`config.mk`:
```
export PLATFORM = sky130hd
export DESIGN_NAME = crc40_packer
export DESIGN_NICKNAME = d
export VERILOG_FILES = /design/src/rtl/crc40_packer.sv
export SDC_FILE = /design/constraint.sdc
export NUM_CORES = 1
export LEC_CHECK = 0
export BUFFER_PORTS_ARGS = -buffer_cell sky130_fd_sc_hd__buf_2
export CORE_UTILIZATION = 50
export CTS_CLUSTER_DIAMETER = 60
export DETAILED_ROUTE_END_ITERATION = 16
export HOLD_SLACK_MARGIN = 0.03
export PLACE_DENSITY = 0.71
export SLEW_MARGIN = 20
export SYNTH_ARGS = -nofsm -noshare
export SYNTH_HDL_FRONTEND = slang
export SYNTH_SLANG_ARGS = --single-unit
```
`constraint.sdc`:
```
create_clock -name clk -period 4.9 [get_ports clk]
set_clock_uncertainty 0.05 [all_clocks]
set_input_delay 0.49 -clock clk [delete_from_list [all_inputs] [get_ports clk]]
set_output_delay 0.49 -clock clk [all_outputs]
set_load 0.01 [all_outputs]
```
`src/rtl/crc40_packer.sv`:
```
// Packs a byte stream into 40-bit words for a downstream CRC-40 stage, with frame length and error pulses.
// Build option CRC40_PACKER_MSB_FIRST_EN: first byte lands in out_data[39:32] instead of out_data[7:0].
module crc40_packer (
    input  logic        clk,
    input  logic        rst,
    input  logic [7:0]  in_data,
    input  logic        in_valid,
    input  logic        in_sof,
    input  logic        in_eof,
    output logic [39:0] out_data,
    output logic        out_valid,
    output logic        out_last,
    output logic [2:0]  out_nbytes,
    output logic        crc_init,
    output logic [15:0] frame_len,
    output logic        err
);

    localparam int unsigned W_BYTE  = 8;
    localparam int unsigned W_WORD  = 40;
    localparam int unsigned W_LEN   = 16;
    localparam int unsigned W_CNT   = 3;
    localparam int unsigned W_SHIFT = 6;
    localparam logic [W_CNT-1:0] LAST_LANE = W_CNT'(4);

    typedef enum logic {
        ST_IDLE,
        ST_ACC
    } state_t;

    state_t              state_q;
    logic [W_CNT-1:0]    cnt_q;
    logic [W_LEN-1:0]    len_q;
    logic [W_WORD-1:0]   acc_q;
    logic [W_WORD-1:0]   out_data_q;
    logic                out_valid_q;
    logic                out_last_q;
    logic [W_CNT-1:0]    out_nbytes_q;
    logic                crc_init_q;
    logic [W_LEN-1:0]    frame_len_q;
    logic                err_q;

    logic                start_c;
    logic [W_CNT-1:0]    lane_c;
    logic [W_SHIFT-1:0]  shift_c;
    logic [W_WORD-1:0]   word_d;
    logic [W_LEN-1:0]    len_d;
    logic [W_CNT-1:0]    nbytes_c;

    // Merge the incoming byte into its lane; a start of frame always begins from an empty word.
    always_comb begin
        start_c  = in_valid && in_sof;
        lane_c   = start_c ? W_CNT'(0) : cnt_q;
`ifdef CRC40_PACKER_MSB_FIRST_EN
        shift_c  = W_SHIFT'(32) - {lane_c, 3'b000};
`else
        shift_c  = {lane_c, 3'b000};
`endif
        word_d   = (start_c ? W_WORD'(0) : acc_q) | (W_WORD'(in_data) << shift_c);
        len_d    = (len_q == {W_LEN{1'b1}}) ? len_q : len_q + W_LEN'(1);
        nbytes_c = lane_c + W_CNT'(1);
    end

    always_ff @(posedge clk or posedge rst) begin
        if (rst) begin
            state_q      <= ST_IDLE;
            cnt_q        <= '0;
            len_q        <= '0;
            acc_q        <= '0;
            out_data_q   <= '0;
            out_valid_q  <= 1'b0;
            out_last_q   <= 1'b0;
            out_nbytes_q <= '0;
            crc_init_q   <= 1'b0;
            frame_len_q  <= '0;
            err_q        <= 1'b0;
        end else begin
            out_valid_q <= 1'b0;
            out_last_q  <= 1'b0;
            crc_init_q  <= 1'b0;
            err_q       <= 1'b0;
            if (in_valid) begin
                if (start_c) begin
                    // A sof inside a frame abandons the partial word without emitting it.
                    err_q      <= (state_q == ST_ACC);
                    crc_init_q <= 1'b1;
                    len_q      <= W_LEN'(1);
                    if (in_eof) begin
                        out_data_q   <= word_d;
                        out_valid_q  <= 1'b1;
                        out_last_q   <= 1'b1;
                        out_nbytes_q <= nbytes_c;
                        frame_len_q  <= W_LEN'(1);
                        acc_q        <= '0;
                        cnt_q        <= '0;
                        state_q      <= ST_IDLE;
                    end else begin
                        acc_q   <= word_d;
                        cnt_q   <= W_CNT'(1);
                        state_q <= ST_ACC;
                    end
                end else if (state_q == ST_IDLE) begin
                    err_q <= 1'b1;
                end else begin
                    len_q <= len_d;
                    if (in_eof) begin
                        out_data_q   <= word_d;
                        out_valid_q  <= 1'b1;
                        out_last_q   <= 1'b1;
                        out_nbytes_q <= nbytes_c;
                        frame_len_q  <= len_d;
                        acc_q        <= '0;
                        cnt_q        <= '0;
                        state_q      <= ST_IDLE;
                    end else if (cnt_q == LAST_LANE) begin
                        out_data_q   <= word_d;
                        out_valid_q  <= 1'b1;
                        out_nbytes_q <= nbytes_c;
                        acc_q        <= '0;
                        cnt_q        <= '0;
                    end else begin
                        acc_q <= word_d;
                        cnt_q <= cnt_q + W_CNT'(1);
                    end
                end
            end
        end
    end

    assign out_data   = out_data_q;
    assign out_valid  = out_valid_q;
    assign out_last   = out_last_q;
    assign out_nbytes = out_nbytes_q;
    assign crc_init   = crc_init_q;
    assign frame_len  = frame_len_q;
    assign err        = err_q;

endmodule

```
==> impl_metrics.tcl <==
set metrics [dict create \
    dp_hpwl_um 9140 \
    wl_per_cell_um 18.14 \
    synth_edf_count 0 \
    grt_pass1_vias 4599 \
    synth_top_family_by_area "compound AO/OA/AOI/OAI gates" \
    dieArea_um2 12250 \
    grtUsageTotal_pct 24.74 \
    antenna_found_initial 0 \
    clock_latency_ns 0.42 \
    hp-class "input pin to async pin" \
    max-vdd-ir-drop_v 0.0002008 \
    pwr_density_cell_nw_per_um2 438.1 \
    port_buffers 75 \
    fillCellCount 936 \
    endpoint_kind "register" \
    die_w_um 110.7 \
    ys_seq_area_share_pct 52.10 \
    nets 651 \
    drc_errors 0 \
    worstSetupPathType "register to register" \
    final_antenna_net_count 0 \
    synth_area_um2 5908 \
    tightest_slew_ns 0.9420 \
    required_ns 5.15 \
    finalWirelength_um 14320 \
    globalplace.congestion 0.9117 \
    synthCells 579 \
    yosys_warnings 0 \
    synth.area.mux_share_pct 8.365 \
    cts_sinks 123 \
    cp-start-kind "register" \
    cts_buffer_depth 2 \
    slew_headroom_pct 36.93 \
    fin_crit_ns 2.764 \
    max_freq_mhz 361.8 \
    synthAdderAreaFrac_pct 0.8471 \
    cts_resized 0 \
    vias 4716 \
    grt_max_degree 86 \
    diodes 0 \
    num_rows 39 \
    clkTransAtPathRegs_ns 0.06 \
    synthSimpleGateAreaFrac_pct 13.53 \
    rsz0062_at_grt "false" \
    cts_tree "yes" \
    synthesis.nets 596 \
    viasPerCell 5.977 \
    maxSlewViolCount 0 \
    finalHoldViolCount 0 \
    dieHeight_um 110.7 \
    synth_seq_cells 123 \
    synthDistinctLibCells 54 \
    synth_compound_area_share_pct 19.29 \
    synth_top_cell_by_area "dfrtp_1" \
    p_leak_nw 3.367 \
    placed_cell_area_um2 6340 \
    grt_remaining_overflow 0 \
    synthFlopType "dfrtp_1" \
    synth.most_common_cell "dfrtp_1" \
    cts_root_buf "clkbuf_16" \
    critical_path_arrival_ns 3.01 \
    stdcell_area_um2 6925 \
    yosys-top-cells-count "123 x dfrtp_1, 63 x nor2_1, 54 x a21oi_1" \
    first_iter_violations 364 \
    cts_buffers 17 \
    fin_setup_tns_ns 0 \
    worstPathMaxFanout 24 \
    ctsHoldBuffers 0 \
    cts_setup_buffers 0 \
    cts_htree_levels 4 \
    async_flop_share_pct 100.0 \
    start_util_pct 51.52 \
    yosys.area.top_type_share_pct 52.10 \
    period_share_pct 56.41 \
    layout-drive-gt1-share_pct 25.39 \
    outcome "complete, no violations" \
    maxCapViolations 0 \
    io_pins 76 \
    dr.pass1.iters 5 \
    syn2layout_area_growth_pct 17.22 \
    post_synth_xor_area_fraction_pct 1.038 \
    synth_area_leaders "dfrtp_1 52%, mux2_2 6.7%, a22o_1 4.6%, a21oi_1 4.6%, nor2_1 4.0%" \
    grt_pass1_wl_um 24050 \
    core_um2 11470 \
    finalSetupViolCount 0 \
    syn_avg_cell_area_um2 10.20 \
]
[cells by family after synthesis]
| group | Yosys count |
|---|---|
| xor gates and xnor gates | 7 |
| buffers and inverters | 69 |
| muxes | 45 |
| adders and majority gates | 4 |
| DFF | 123 |
| AOI/OAI and AO/OA | 174 |
| and+or+nand+nor | 157 |
[per-layer routing]
layer / track usage, % / share of wire (%) / vias to the layer above
met1: 36.06 / 46 / 2296
met4: 9.422 / 1.7 / 0
li1: - / - / 2204
met3: 6.124 / 6.8 / 20
met5: 0 / 0 / -
met2: 35.65 / 46 / 196
[worst max-delay path: stages, from the launching register on]
cell and delay, ns:
dfrtp_1 0.54, inv_1 0.11, ha_1 0.26, nand2_1 0.14, a21oi_1 0.12, o21ai_4 0.62
buf_4 0.41, mux2_2 0.38
[final timing paths]
check                               end  slack [ns]  cells past startpoint          from
max                        out_data[14]        2.14                      7      cnt_q[0]
min                        frame_len[7]        0.15                      2           rst
max reg2reg                out_data[14]        2.14                      7      cnt_q[0]
min reg2reg                frame_len[8]        0.43                      2  frame_len[8]
max in group asynchronous     acc_q[16]        3.64                      3           rst
min in group clk               out_last        0.35                      3      in_valid
[report_power, final]
group	leakage (nW)	internal, mW	total [mW]	switching (mW)
combinational	1.45	0.226	0.536	0.311
clock	0.286	0.762	1.23	0.464
sequential	1.63	1.16	1.27	0.115
[per-stage QoR]
stage / hold slack (ns) / util (%) / std cells / power (mW) / setup WS [ns]
floorplan: 0.4129 / - / 579 / 1.635 / 1.089
global placement: 0.4082 / 55.29 / 758 / 1.801 / 1.995
detailed placement: 0.4213 / 55.29 / 758 / 1.824 / 1.841
CTS: 0.3225 / 60.37 / 789 / 3.055 / 2.099
global route: 0.2125 / 60.39 / 789 / 3.195 / 1.923
finish: 0.1537 / 60.39 / 789 / 3.034 / 2.136
[placed cells by master, fill, tap and decap left out, types with 8 or more instances in the layout]
cell type	instances
a21boi_0	9
o21ai_0	31
o211ai_1	9
buf_4	9
dfrtp_1	123
a31oi_1	12
clkbuf_16	17
nor3_1	9
buf_2	75
nand2_1	27
mux2i_1	10
mux2_2	35
and2_1	8
nor2_1	63
nand3_1	9
nand4_1	8
inv_1	20
a22o_1	31
a21oi_1	54
[registers in the layout, summed over array words and instances (netlist names)]
name	flops
state_q	1
out_valid	1
out_data	40
cnt_q	3
acc_q	40
crc_init	1
out_nbytes	3
frame_len	16
err	1
len_q	16
out_last	1
[layout make-up]
| class | instances | area (um2) | share of cell area (%) |
|---|---|---|---|
| multi-input combinational | 387 | 2559 | 36.95 |
| clock inverter | 13 | 143.9 | 2.078 |
| sequential | 123 | 3078 | 44.44 |
| timing repair buffer | 84 | 442.9 | 6.396 |
| tap | 143 | 178.9 | 2.584 |
| inverter | 21 | 83.83 | 1.210 |
| clock buffer | 18 | 439.2 | 6.341 |
No activity file was read; power rests on OpenSTA's default activity.
